[src/rtl/fetch_pkg.sv]
`default_nettype none
// +----------------------------------------------------------------------------+
// | Package : fetch_pkg                                                        |
// | Shared types and constants for the instruction fetch front end: FSM state  |
// | encoding, datapath widths, the decode-side NOP, the fetch buffer entry     |
// | layout and the fetch-address legality check.                               |
// | Revision: 1.0  initial release                                             |
// +----------------------------------------------------------------------------+
package fetch_pkg;

    localparam int          c_xlen        = 32;
    localparam int          c_instr_bytes = 4;
    // Canonical NOP (addi x0,x0,0) that decode substitutes on a flush.
    localparam logic [31:0] c_nop_instr   = 32'h0000_0013;

    // Fetch FSM encoding.
    localparam int          c_state_w = 2;
    localparam logic [1:0]  c_st_idle  = 2'd0;
    localparam logic [1:0]  c_st_run   = 2'd1;
    localparam logic [1:0]  c_st_fault = 2'd2;

    // One fetch buffer slot: byte address plus the instruction word read there.
    typedef struct packed {
        logic [c_xlen-1:0] pc;
        logic [c_xlen-1:0] instr;
    } fetch_entry_t;

    // An address may be fetched only if it is word aligned and its word index
    // lies inside the instruction memory.
    function automatic logic addr_legal(input logic [31:0] addr,
                                        input logic [31:0] depth);
        return (addr[1:0] == 2'b00) && ({2'b00, addr[31:2]} < depth);
    endfunction

endpackage
`default_nettype wire

[src/rtl/fetch_buffer.sv]
`default_nettype none
// +----------------------------------------------------------------------------+
// | Module  : fetch_buffer                                                     |
// | Two-entry FIFO of {pc, instr} between fetch and decode.                    |
// |   i_push / i_entry : enqueue an entry (accepted when not full, or when a   |
// |                      pop happens in the same cycle)                         |
// |   i_pop            : dequeue the head (ignored when empty)                 |
// |   i_flush          : discard all entries; has priority over push and pop   |
// |   o_head           : head entry, all zeros when empty                      |
// |   o_count / o_full / o_empty : occupancy                                   |
// | Revision: 1.0  initial release                                             |
// +----------------------------------------------------------------------------+
module fetch_buffer
    import fetch_pkg::*;
(
    input  logic         clk,
    input  logic         rst,
    input  logic         i_push,
    input  logic         i_pop,
    input  logic         i_flush,
    input  fetch_entry_t i_entry,
    output fetch_entry_t o_head,
    output logic [1:0]   o_count,
    output logic         o_full,
    output logic         o_empty
);

    fetch_entry_t r_mem [2];
    logic         r_rd_ptr;
    logic         r_wr_ptr;
    logic [1:0]   r_count;

    logic w_full;
    logic w_empty;
    logic w_do_pop;
    logic w_do_push;

    assign w_full    = (r_count == 2'd2);
    assign w_empty   = (r_count == 2'd0);
    assign w_do_pop  = i_pop && !w_empty && !i_flush;
    // A full buffer can still take a push when the head leaves in the same cycle.
    assign w_do_push = i_push && !i_flush && (!w_full || w_do_pop);

    always_ff @(posedge clk) begin
        if (rst || i_flush) begin
            r_rd_ptr <= 1'b0;
            r_wr_ptr <= 1'b0;
            r_count  <= 2'd0;
        end else begin
            if (w_do_push) begin
                r_wr_ptr <= ~r_wr_ptr;
            end
            if (w_do_pop) begin
                r_rd_ptr <= ~r_rd_ptr;
            end
            case ({w_do_push, w_do_pop})
                2'b10:   r_count <= r_count + 2'd1;
                2'b01:   r_count <= r_count - 2'd1;
                default: r_count <= r_count;
            endcase
        end
    end

    // Storage needs no reset: the head is masked to zero while empty.
    always_ff @(posedge clk) begin
        if (w_do_push) begin
            r_mem[r_wr_ptr] <= i_entry;
        end
    end

    assign o_head  = w_empty ? '0 : r_mem[r_rd_ptr];
    assign o_count = r_count;
    assign o_full  = w_full;
    assign o_empty = w_empty;

endmodule
`default_nettype wire

[src/rtl/instruction_fetch_unit.sv]
`default_nettype none
// +----------------------------------------------------------------------------+
// | Module  : instruction_fetch_unit                                           |
// | Owns the PC, reads the combinational instruction memory and queues         |
// | {pc, instr} in a 2-entry buffer delivered to decode over valid/ready.      |
// | Redirects flush the buffer and restart fetch; illegal addresses latch a    |
// | fault until the next legal redirect.                                       |
// |   clk, reset (sync, active high), start                                    |
// |   imem_addr -> / imem_instr <-           instruction memory                |
// |   redirect_valid, redirect_target        from execute                      |
// |   out_valid, out_ready, out_instr, out_pc  decode handshake                |
// |   fault, fault_addr                        latched fetch fault             |
// | Revision: 1.0  initial release                                             |
// +----------------------------------------------------------------------------+
module instruction_fetch_unit
    import fetch_pkg::*;
#(
    parameter logic [31:0] RESET_PC   = 32'h0000_0000,
    parameter int unsigned IMEM_DEPTH = 256
) (
    input  logic        clk,
    input  logic        reset,
    input  logic        start,
    output logic [31:0] imem_addr,
    input  logic [31:0] imem_instr,
    input  logic        redirect_valid,
    input  logic [31:0] redirect_target,
    output logic        out_valid,
    input  logic        out_ready,
    output logic [31:0] out_instr,
    output logic [31:0] out_pc,
    output logic        fault,
    output logic [31:0] fault_addr
);

    localparam logic [31:0] c_depth = 32'(IMEM_DEPTH);

    logic [c_state_w-1:0] r_state;
    logic [31:0]          r_pc;
    logic                 r_fault;
    logic [31:0]          r_fault_addr;

    logic         w_redirect;
    logic         w_pc_legal;
    logic         w_target_legal;
    logic         w_pop;
    logic         w_push;
    fetch_entry_t w_entry;
    fetch_entry_t w_head;
    logic [1:0]   w_count;
    logic         w_full;
    logic         w_empty;
    logic         w_unused_count;

    // Redirects only mean something once fetching has been started.
    assign w_redirect     = redirect_valid && (r_state != c_st_idle);
    assign w_pc_legal     = addr_legal(r_pc, c_depth);
    assign w_target_legal = addr_legal(redirect_target, c_depth);

    assign w_pop   = !w_empty && out_ready;
    assign w_push  = (r_state == c_st_run) && !w_redirect && w_pc_legal &&
                     (!w_full || w_pop);
    assign w_entry = '{pc: r_pc, instr: imem_instr};

    fetch_buffer u_buffer (
        .clk     (clk),
        .rst     (reset),
        .i_push  (w_push),
        .i_pop   (w_pop),
        .i_flush (w_redirect),
        .i_entry (w_entry),
        .o_head  (w_head),
        .o_count (w_count),
        .o_full  (w_full),
        .o_empty (w_empty)
    );

    always_ff @(posedge clk) begin
        if (reset) begin
            r_state      <= c_st_idle;
            r_pc         <= RESET_PC;
            r_fault      <= 1'b0;
            r_fault_addr <= 32'h0;
        end else begin
            case (r_state)
                c_st_idle: begin
                    if (start) begin
                        r_state <= c_st_run;
                    end
                end
                c_st_run, c_st_fault: begin
                    if (w_redirect) begin
                        if (w_target_legal) begin
                            r_pc         <= redirect_target;
                            r_state      <= c_st_run;
                            r_fault      <= 1'b0;
                            r_fault_addr <= 32'h0;
                        end else begin
                            // pc is left alone; only a legal redirect resumes.
                            r_state      <= c_st_fault;
                            r_fault      <= 1'b1;
                            r_fault_addr <= redirect_target;
                        end
                    end else if (r_state == c_st_run) begin
                        if (w_push) begin
                            r_pc <= r_pc + 32'(c_instr_bytes);
                        end else if (!w_pc_legal) begin
                            // Ran off the end of memory; buffered entries still drain.
                            r_state      <= c_st_fault;
                            r_fault      <= 1'b1;
                            r_fault_addr <= r_pc;
                        end
                    end
                end
                default: begin
                    r_state <= c_st_idle;
                end
            endcase
        end
    end

    assign imem_addr      = r_pc;
    assign out_valid      = !w_empty;
    assign out_instr      = w_head.instr;
    assign out_pc         = w_head.pc;
    assign fault          = r_fault;
    assign fault_addr     = r_fault_addr;
    assign w_unused_count = ^w_count;

endmodule
`default_nettype wire

[config.mk]
export PLATFORM = sky130hd
export DESIGN_NAME = instruction_fetch_unit
export DESIGN_NICKNAME = d
export VERILOG_FILES = /design/src/rtl/fetch_pkg.sv /design/src/rtl/fetch_buffer.sv /design/src/rtl/instruction_fetch_unit.sv
export SDC_FILE = /design/constraint.sdc
export NUM_CORES = 1
export LEC_CHECK = 0
export ABC_AREA = 1
export BUFFER_PORTS_ARGS = -buffer_cell sky130_fd_sc_hd__buf_2
export CORE_MARGIN = 1
export CORE_UTILIZATION = 40
export DETAILED_ROUTE_END_ITERATION = 12
export PLACE_DENSITY_LB_ADDON = 0.15
export SLEW_MARGIN = 25
export SYNTH_ARGS = -nofsm -noshare
export SYNTH_HDL_FRONTEND = slang
export SYNTH_SLANG_ARGS = --single-unit
[constraint.sdc]
create_clock -name clk -period 4.8 [get_ports clk]
set_input_delay 0.48 -clock clk [delete_from_list [all_inputs] [get_ports clk]]
set_output_delay 0.48 -clock clk [all_outputs]
set_load 0.1 [all_outputs]
==> results of run 1 <==
metal layers:
layer / share of wire, % / GRT usage (%)
met4: 1.3 / 6.37
met1: 47 / 26.5
met5: 0 / 0
met3: 5.1 / 4.14
met2: 47 / 30.6
cells by family (layout without fill, tap and decap cells):
group,Yosys count,in the layout
simple gates,364,364
xor+xnor,5,5
buf+inv,115,309
flops,200,200
compound gates,162,162
fa+ha+maj,6,6
cell usage in the layout, fill, tap and decap left out, types with 6 or more instances in the layout:
cell                        netlist  final
sky130_fd_sc_hd__a21oi_1        112    112
sky130_fd_sc_hd__a211oi_1        12     12
sky130_fd_sc_hd__o21ai_0         38     38
sky130_fd_sc_hd__nor3_1           7      7
sky130_fd_sc_hd__nand3_2          7      7
sky130_fd_sc_hd__dfxtp_1         72     71
sky130_fd_sc_hd__inv_1           68     68
sky130_fd_sc_hd__buf_2           10    198
sky130_fd_sc_hd__nor2_1          97     94
sky130_fd_sc_hd__clkbuf_16        0     18
sky130_fd_sc_hd__buf_4            0      7
sky130_fd_sc_hd__nand2_1        202    202
sky130_fd_sc_hd__nor2_4           2      6
sky130_fd_sc_hd__edfxtp_1       128    128
sky130_fd_sc_hd__ha_1             6      6
sky130_fd_sc_hd__nand3_1         36     36
where the power goes:
group          internal (mW)  leakage [nW]  total, mW  switching, mW
logic                  0.360          2.46       2.27           1.91
clock network          0.783         0.284       1.41          0.630
registers               2.07          1.80       2.16         0.0907
sequential cells by signal (all words and copies together), names as in the netlist, named ones only:
| signal | cells |
|---|---|
| u_buffer.r_rd_ptr | 1 |
| u_buffer.r_wr_ptr | 1 |
| r_state | 2 |
| fault_addr | 32 |
| fault | 1 |
| u_buffer.r_mem | 128 |
| u_buffer.o_count | 2 |
| imem_addr | 32 |
cell type report:
type	instances	area, sq um	share of cell area, %
flip-flops and latches	200	5290	52.5
multi-input cells	537	2520	25.0
repair buffers	206	1060	10.6
clock buffers	21	482	4.79
well taps	270	338	3.36
inverters	71	272	2.70
clock inverters	11	109	1.08
critical path: stages, from the launching register on:
cell	delay, ns
sky130_fd_sc_hd__dfxtp_1	0.38
sky130_fd_sc_hd__inv_1	0.08
sky130_fd_sc_hd__ha_1	0.23
sky130_fd_sc_hd__nor2_4	0.16
sky130_fd_sc_hd__buf_4	0.48
sky130_fd_sc_hd__nor2_1	0.08
sky130_fd_sc_hd__nand2_1	0.08
sky130_fd_sc_hd__nor2_1	0.05
sky130_fd_sc_hd__nand2_1	0.06
sky130_fd_sc_hd__nand2_1	0.06
sky130_fd_sc_hd__inv_1	0.70
sky130_fd_sc_hd__o21ai_0	0.19
sky130_fd_sc_hd__a21oi_1	0.17
worst max path at each step:
stage	from	endpoint	depth (start not counted)
finish	r_state[0]	fault_addr[16]	12
global route	r_state[0]	fault_addr[21]	12
CTS	r_state[0]	fault_addr[16]	12
detailed placement	r_state[0]	fault_addr[16]	12
floorplan	imem_addr[30]	u_buffer.r_mem[1][0]	7
global placement	r_state[0]	fault_addr[7]	12
stage by stage:
stage / hold WS, ns / instances
floorplan: 0.461 / 852
global placement: 0.478 / 1284
detailed placement: 0.469 / 1284
CTS: 0.217 / 1316
global route: 0.218 / 1316
finish: 0.244 / 1316
==> impl_metrics.py, run 1 <==
metrics = {
    "timing": {
        "final.min_clock_period_ns": 2.80,
        "maxSlewViolCount": 0,
        "finalCritPeriodShare_pct": 58.3,
        "grt_setup_unrepaired": "false",
        "fmaxAchievable_mhz": 357,
        "finalSetupTns_ns": 0,
        "max-slew-margin-rel_pct": 36.1,
        "timing_worst_slew_pin_value_ns": 0.958,
        "final_critical_path_setup_slack_ns": 2.00,
        "finalClockSkew_ns": 0.0113,
        "final_setup_violating_endpoints": 0,
        "hold_violations": 0,
    },
    "grt": {
        "grt_first_pass_wirelength_um": 31800,
        "number_of_antenna_violations_at_the_first_check_in_global_routing": 0,
        "globalRouteTotalUtil_pct": 19.3,
        "largest_net_degree_at_the_start_of_global_routing": 66,
        "grt_pass1_vias": 5894,
        "global_route_overflow": 0,
    },
    "worst_setup_path": {
        "worst_setup_path_start_kind": "flop",
        "cp_data_required_time_ns": 5.15,
        "crit_fanout": 53,
        "timing.rr.end": "fault_addr[16]",
        "crit_path_end_kind": "flop",
        "data_arrival_at_the_endpoint_of_the_critical_path_ns": 3.15,
        "reg2reg_slack_ns": 2.00,
        "timing.reg2reg.worst_path_depth": 12,
        "criticalPathCategory": "flop to flop",
        "r2r_start": "r_state[0]",
    },
    "layout": {
        "drive_gt1_share_pct": 24.8,
        "n_fill_cell": 1920,
        "synthToLayoutAreaGrowth_pct": 21.9,
        "final_util_pct": 49.7,
        "finish.net_count": 1108,
        "finalInstanceArea_sq_mm": 0.0101,
        "num_antenna_cells": 0,
    },
    "clocking": {
        "cts_root_buffer": "sky130_fd_sc_hd__clkbuf_16",
        "clkLatencyLatePin_ns": 0.43,
        "cts_num_sinks": 200,
        "cts_hold_buf": 0,
        "cts_post_setup_buffers_inserted": 0,
        "htreeDepth": 4,
        "cts_max_path_buffers": 2,
        "post_cts_resize_count": 0,
        "tritoncts.num_buffers": 17,
        "clock_tree_from_tritoncts": "built",
        "worst_setup_hold_path_clk_slew_ns": 0.07,
    },
    "yosys": {
        "synth_area_sq_mm": 0.00825,
        "postSynthNetCount": 927,
        "synth-adder-area-share_pct": 0.910,
        "asyncSetResetFlopFracSynth_pct": 0,
        "syn_inst": 852,
        "ys_ff_latch": 200,
        "post-synth-top-area-fraction_pct": 46.6,
        "combinational_family_with_the_most_area_after_synthesis": "simple AND/OR/NAND/NOR gates",
        "yosys_warnings": 0,
        "post_synth_top_area_cell": "sky130_fd_sc_hd__edfxtp_1",
        "netlist_top_cells_area": "sky130_fd_sc_hd__edfxtp_1 47%, sky130_fd_sc_hd__dfxtp_1 17%, sky130_fd_sc_hd__nand2_1 9.2%, sky130_fd_sc_hd__a21oi_1 6.8%, sky130_fd_sc_hd__nor2_1 4.4%",
        "post_synth_num_cell_types": 29,
        "syn-mean-instance-area_sq_um": 9.69,
        "synth_xor_area_share_pct": 0.531,
        "synthesized_area_fraction_occupied_by_ao_oa_aoi_and_oai_cells_pct": 10.2,
        "synth-main-ff-cell": "sky130_fd_sc_hd__edfxtp_1",
        "yosysSeqAreaShare_pct": 64.0,
        "top_cell_types_by_occurrence_after_synthesis": "202 x sky130_fd_sc_hd__nand2_1, 128 x sky130_fd_sc_hd__edfxtp_1, 112 x sky130_fd_sc_hd__a21oi_1, 97 x sky130_fd_sc_hd__nor2_1, 72 x sky130_fd_sc_hd__dfxtp_1",
        "post_synth_mux_area_share_pct": 0,
        "synthSimpleGateAreaFrac_pct": 18.5,
        "leading_cell_type_by_number_of_instances_after_synthesis": "sky130_fd_sc_hd__nand2_1",
        "synth-edff-count": 128,
    },
    "die": {
        "floorplan.io_pins": 199,
        "placement_rows": 52,
        "dieArea_sq_mm": 0.0212,
        "initial_standard_cell_utilization_of_the_core_pct": 40.8,
        "core_sq_mm": 0.0202,
        "dieWidth_um": 146,
        "die_y_um": 146,
    },
    "power_and_ir_drop": {
        "total_power_mw": 5.84,
        "ir_drop_uv": 268,
        "static_leakage_nw": 4.54,
        "power_per_cell_area_mw_per_mm2": 581,
    },
    "detailed_routing": {
        "via_count": 6305,
        "drt_antenna_net_count": 0,
        "drc": 0,
        "drt_wl_total_um": 20100,
        "dr.first_iter.drc_count": 270,
        "drt_pass1_iterations": 6,
        "wl_per_cell_um": 15.2,
        "routed_via_density": 4.79,
    },
    "hold_path": {
        "hold_path_class": "primary input to flop",
        "hold-path-cell-count": 1,
        "whs_endpoint": "u_buffer.r_mem[1][5]",
        "hold_path_origin": "imem_instr[5]",
    },
    "placed_design": {
        "dp.final_hpwl_um": 12900,
        "placedInstanceArea_sq_mm": 0.00948,
        "place_congestion": 0.826,
        "port-buffer-count": 198,
        "setup_slack_at_placement_ns": 2.01,
    },
    "status": {
        "outcome": "complete, no violations",
    },
    "flow_run": {
        "maxCapViolCount": 0,
    },
}
No activity file was read; power rests on OpenSTA's default activity.
==> inputs of run 2 (changes only) <==
--- a/config.mk
+++ b/config.mk
@@ -5,7 +5,7 @@
 export SDC_FILE = /design/constraint.sdc
 export NUM_CORES = 1
 export LEC_CHECK = 0
-export ABC_AREA = 1
+export ABC_AREA = 0
 export BUFFER_PORTS_ARGS = -buffer_cell sky130_fd_sc_hd__buf_2
 export CORE_MARGIN = 1
 export CORE_UTILIZATION = 40
==> constraint.sdc (replaced) <==
create_clock -name clk -period 2.36 [get_ports clk]
set_input_delay 0.236 -clock clk [delete_from_list [all_inputs] [get_ports clk]]
set_output_delay 0.236 -clock clk [all_outputs]
set_load 0.1 [all_outputs]
==> run 2 against run 1 <==
- clock-buffer cell count fell by 2
- cell area up 6.5%
- synthesized cell count shrank 24%
- clock power grew 110%
- non-clock buffer count is 53 higher
- sequential share of layout area decreased by 2.5 points
- largest power group unchanged
- register-to-register slack got worse by 1.8 ns
- die area shrank 3.0%
- global-route usage increased by 0.40 points
- routed wire length up 0.32%
- utilization is 5.1 points higher
==> impl_metrics.py, run 2 <==
metrics = {
    "layout": {
        "commonest_non_fill_non_tap_cell_in_the_layout": "sky130_fd_sc_hd__buf_2",
        "finish.net_count": 958,
        "most-common-layout-cells": "198 x sky130_fd_sc_hd__buf_2, 128 x sky130_fd_sc_hd__edfxtp_1, 68 x sky130_fd_sc_hd__nand2_1, 65 x sky130_fd_sc_hd__mux2i_1, 60 x sky130_fd_sc_hd__nor2_2",
        "largest_register_ffs": 128,
        "drive_gt1_share_pct": 40.8,
        "n_fill_cell": 1694,
        "num_antenna_cells": 0,
        "final_util_pct": 54.9,
        "top_register": "u_buffer.r_mem",
        "layoutNonFillerInstCount": 1161,
        "synthToLayoutAreaGrowth_pct": 33.9,
    },
    "clocking": {
        "cts_root_buffer": "sky130_fd_sc_hd__clkbuf_16",
        "cts_max_path_buffers": 2,
        "htreeDepth": 4,
        "worst_setup_hold_path_clk_slew_ns": 0.07,
        "tritoncts.num_buffers": 17,
        "clkLatencyLatePin_ns": 0.43,
        "cts_num_sinks": 200,
        "clock_tree_from_tritoncts": "built",
    },
    "hold_path": {
        "hold_path_origin": "imem_instr[20]",
        "hold_path_class": "primary input to flop",
    },
    "timing": {
        "worst_hold_slack_ns": 0.0353,
        "hold_violations": 0,
        "max-slew-margin-rel_pct": 60.1,
        "final.min_clock_period_ns": 2.22,
        "timing_worst_slew_pin_value_ns": 0.591,
        "final_setup_violating_endpoints": 0,
        "fmaxAchievable_mhz": 451,
        "maxSlewViolCount": 0,
        "finalSetupTns_ns": 0,
        "finalCritPeriodShare_pct": 94.0,
        "grt_setup_unrepaired": "true",
        "finalClockSkew_ns": 0.0119,
    },
    "placed_design": {
        "port-buffer-count": 198,
        "dp.final_hpwl_um": 14000,
        "post-place-cells": 1095,
        "place_congestion": 0.837,
    },
    "grt": {
        "grt_pass1_vias": 5652,
        "grt_first_pass_wirelength_um": 30500,
        "globalRouteTotalUtil_pct": 19.7,
        "number_of_antenna_violations_at_the_first_check_in_global_routing": 0,
        "largest_net_degree_at_the_start_of_global_routing": 43,
        "global_route_overflow": 0,
    },
    "power_and_ir_drop": {
        "power_per_cell_area_mw_per_mm2": 1190,
        "power_switching_mw": 5.55,
        "clock_power_share_pct": 23.6,
        "static_leakage_nw": 4.14,
        "total_power_mw": 12.8,
        "comb_power_share_pct": 41.2,
        "internal-power_mw": 7.21,
        "seqPwrFrac_pct": 35.2,
        "ir_drop_uv": 526,
        "switching_portion_of_total_power_pct": 43.5,
    },
    "flow_run": {
        "maxCapViolCount": 0,
    },
    "die": {
        "floorplan.io_pins": 199,
        "dieWidth_um": 143,
        "die_y_um": 143,
        "placement_rows": 51,
        "initial_standard_cell_utilization_of_the_core_pct": 41.0,
        "core_sq_mm": 0.0195,
        "dieArea_sq_mm": 0.0206,
    },
    "yosys": {
        "yosys_warnings": 0,
        "syn_inst": 647,
        "post-synth-top-area-fraction_pct": 48.0,
        "synth_area_sq_mm": 0.00801,
        "leading_cell_type_by_number_of_instances_after_synthesis": "sky130_fd_sc_hd__edfxtp_1",
        "ys_ff_latch": 200,
        "post_synth_num_cell_types": 46,
        "syn-mean-instance-area_sq_um": 12.4,
        "synth-main-ff-cell": "sky130_fd_sc_hd__edfxtp_1",
        "yosysSeqAreaShare_pct": 66.0,
        "postSynthNetCount": 722,
        "synth-edff-count": 128,
        "asyncSetResetFlopFracSynth_pct": 0,
        "netlist_top_cells_area": "sky130_fd_sc_hd__edfxtp_1 48%, sky130_fd_sc_hd__dfxtp_1 18%, sky130_fd_sc_hd__mux2i_1 8.1%, sky130_fd_sc_hd__nor2_1 4.9%, sky130_fd_sc_hd__a311oi_1 3.4%",
        "post_synth_top_area_cell": "sky130_fd_sc_hd__edfxtp_1",
        "top_cell_types_by_occurrence_after_synthesis": "128 x sky130_fd_sc_hd__edfxtp_1, 104 x sky130_fd_sc_hd__nor2_1, 72 x sky130_fd_sc_hd__dfxtp_1, 68 x sky130_fd_sc_hd__nand2_1, 65 x sky130_fd_sc_hd__mux2i_1",
    },
    "detailed_routing": {
        "routed_via_density": 5.04,
        "wl_per_cell_um": 17.3,
        "dr.first_iter.drc_count": 298,
        "drt_wl_total_um": 20100,
        "drc": 0,
        "via_count": 5846,
        "drt_pass1_iterations": 6,
        "drt_antenna_net_count": 0,
    },
    "worst_setup_path": {
        "crit_fanout": 31,
        "r2r_start": "r_state[0]",
        "criticalPathCategory": "flop to output pin",
        "cp_data_required_time_ns": 2.12,
        "worst_setup_path_start_kind": "flop",
        "slowest_delay_ns": 0.58,
        "data_arrival_at_the_endpoint_of_the_critical_path_ns": 1.98,
        "highest_delay_cell_along_the_critical_path": "sky130_fd_sc_hd__dfxtp_4",
        "crit_path_end_kind": "output pin",
        "path_cells": "buf_12 -> mux2i_1 -> nor2_2 -> buf_2",
    },
    "status": {
        "outcome": "complete, no violations",
    },
}
[run 2: cell types whose count changed after synthesis, sizes merged, moves of 10 or more]
cell,before,now
a311oi,0,31
inv,70,8
nand2,203,69
nand3,44,9
a21oi,112,10
mux2i,0,65
and2,0,24
o21ai,38,2
a211oi,12,1
buf,23,13
nor4,0,10
[run 2: layer usage]
| layer | wire length (um) | part of all wire, % | up-vias | track usage [%] |
|---|---|---|---|---|
| met3 | 1200 | 6.0 | 16 | 5.53 |
| li1 | - | - | 2819 | - |
| met4 | 228 | 1.1 | 0 | 5.32 |
| met2 | 9990 | 50 | 173 | 33.5 |
| met1 | 8690 | 43 | 2838 | 24.5 |
| met5 | 0 | 0 | - | 0 |
[run 2: layout make-up]
class	instances	area, sq um	area share [%]
Multi-Input combinational cell	397	2730	25.4
Sequential cell	200	5360	50.0
Timing Repair Buffer	259	1660	15.5
Inverter	8	30.0	0.280
Clock inverter	13	166	1.55
Clock buffer	19	443	4.13
Tap cell	265	332	3.09
[run 2: per-stage QoR]
step                      setup slack, ns  instance area (sq um)
after floorplan                    -0.309                   8250
after global placement             0.0979                   9760
after detailed placement           0.0636                   9760
after CTS                         0.00899                  10600
after global routing              -0.0163                  10700
final                               0.142                  10700
[run 2: power groups by stage]
stage	Combinational (mW)	Clock (mW)	Sequential, mW
6_report	5.26	3.01	4.49
5_1_grt	5.54	3.24	4.52
4_1_cts	5.26	3.07	4.49
3_5_place_dp	5.22	0	4.57
3_3_place_gp	5.16	0	4.54
2_1_floorplan	3.73	0	4.93
[run 2: final timing paths]
path | endpoint | slack (ns) | depth (start not counted)
min reg2reg | fault | 0.46 | 1
min | u_buffer.r_mem[0][20] | 0.04 | 1
max | out_instr[26] | 0.14 | 4
max reg2reg | imem_addr[3] | 0.15 | 8
[run 2: repair_timing]
item,CTS,global route
hold buffers,25,6
hold endpoints to repair,50,12
buffers inserted,0,3
pin swaps,1,3
resized for setup,0,3
setup endpoints to repair,1,101
[run 2: kinds of logic after synthesis]
kind of cell | after synthesis | share of synthesized area (%)
compound gates | 66 | 7.27
simple gates | 253 | 14.3
buf+inv | 50 | 2.50
xor+xnor | 5 | 0.547
mux | 67 | 8.45
flops | 200 | 66.0
fa+ha+maj | 6 | 0.938
[run 2: worst max-delay path: cells and delay by family, from the launching register on]
family                 cells  cell delay [ns]
buffers and inverters      2             0.72
flip-flops                 1             0.58
multiplexers               1             0.13
AND/OR/NAND/NOR            1             0.10
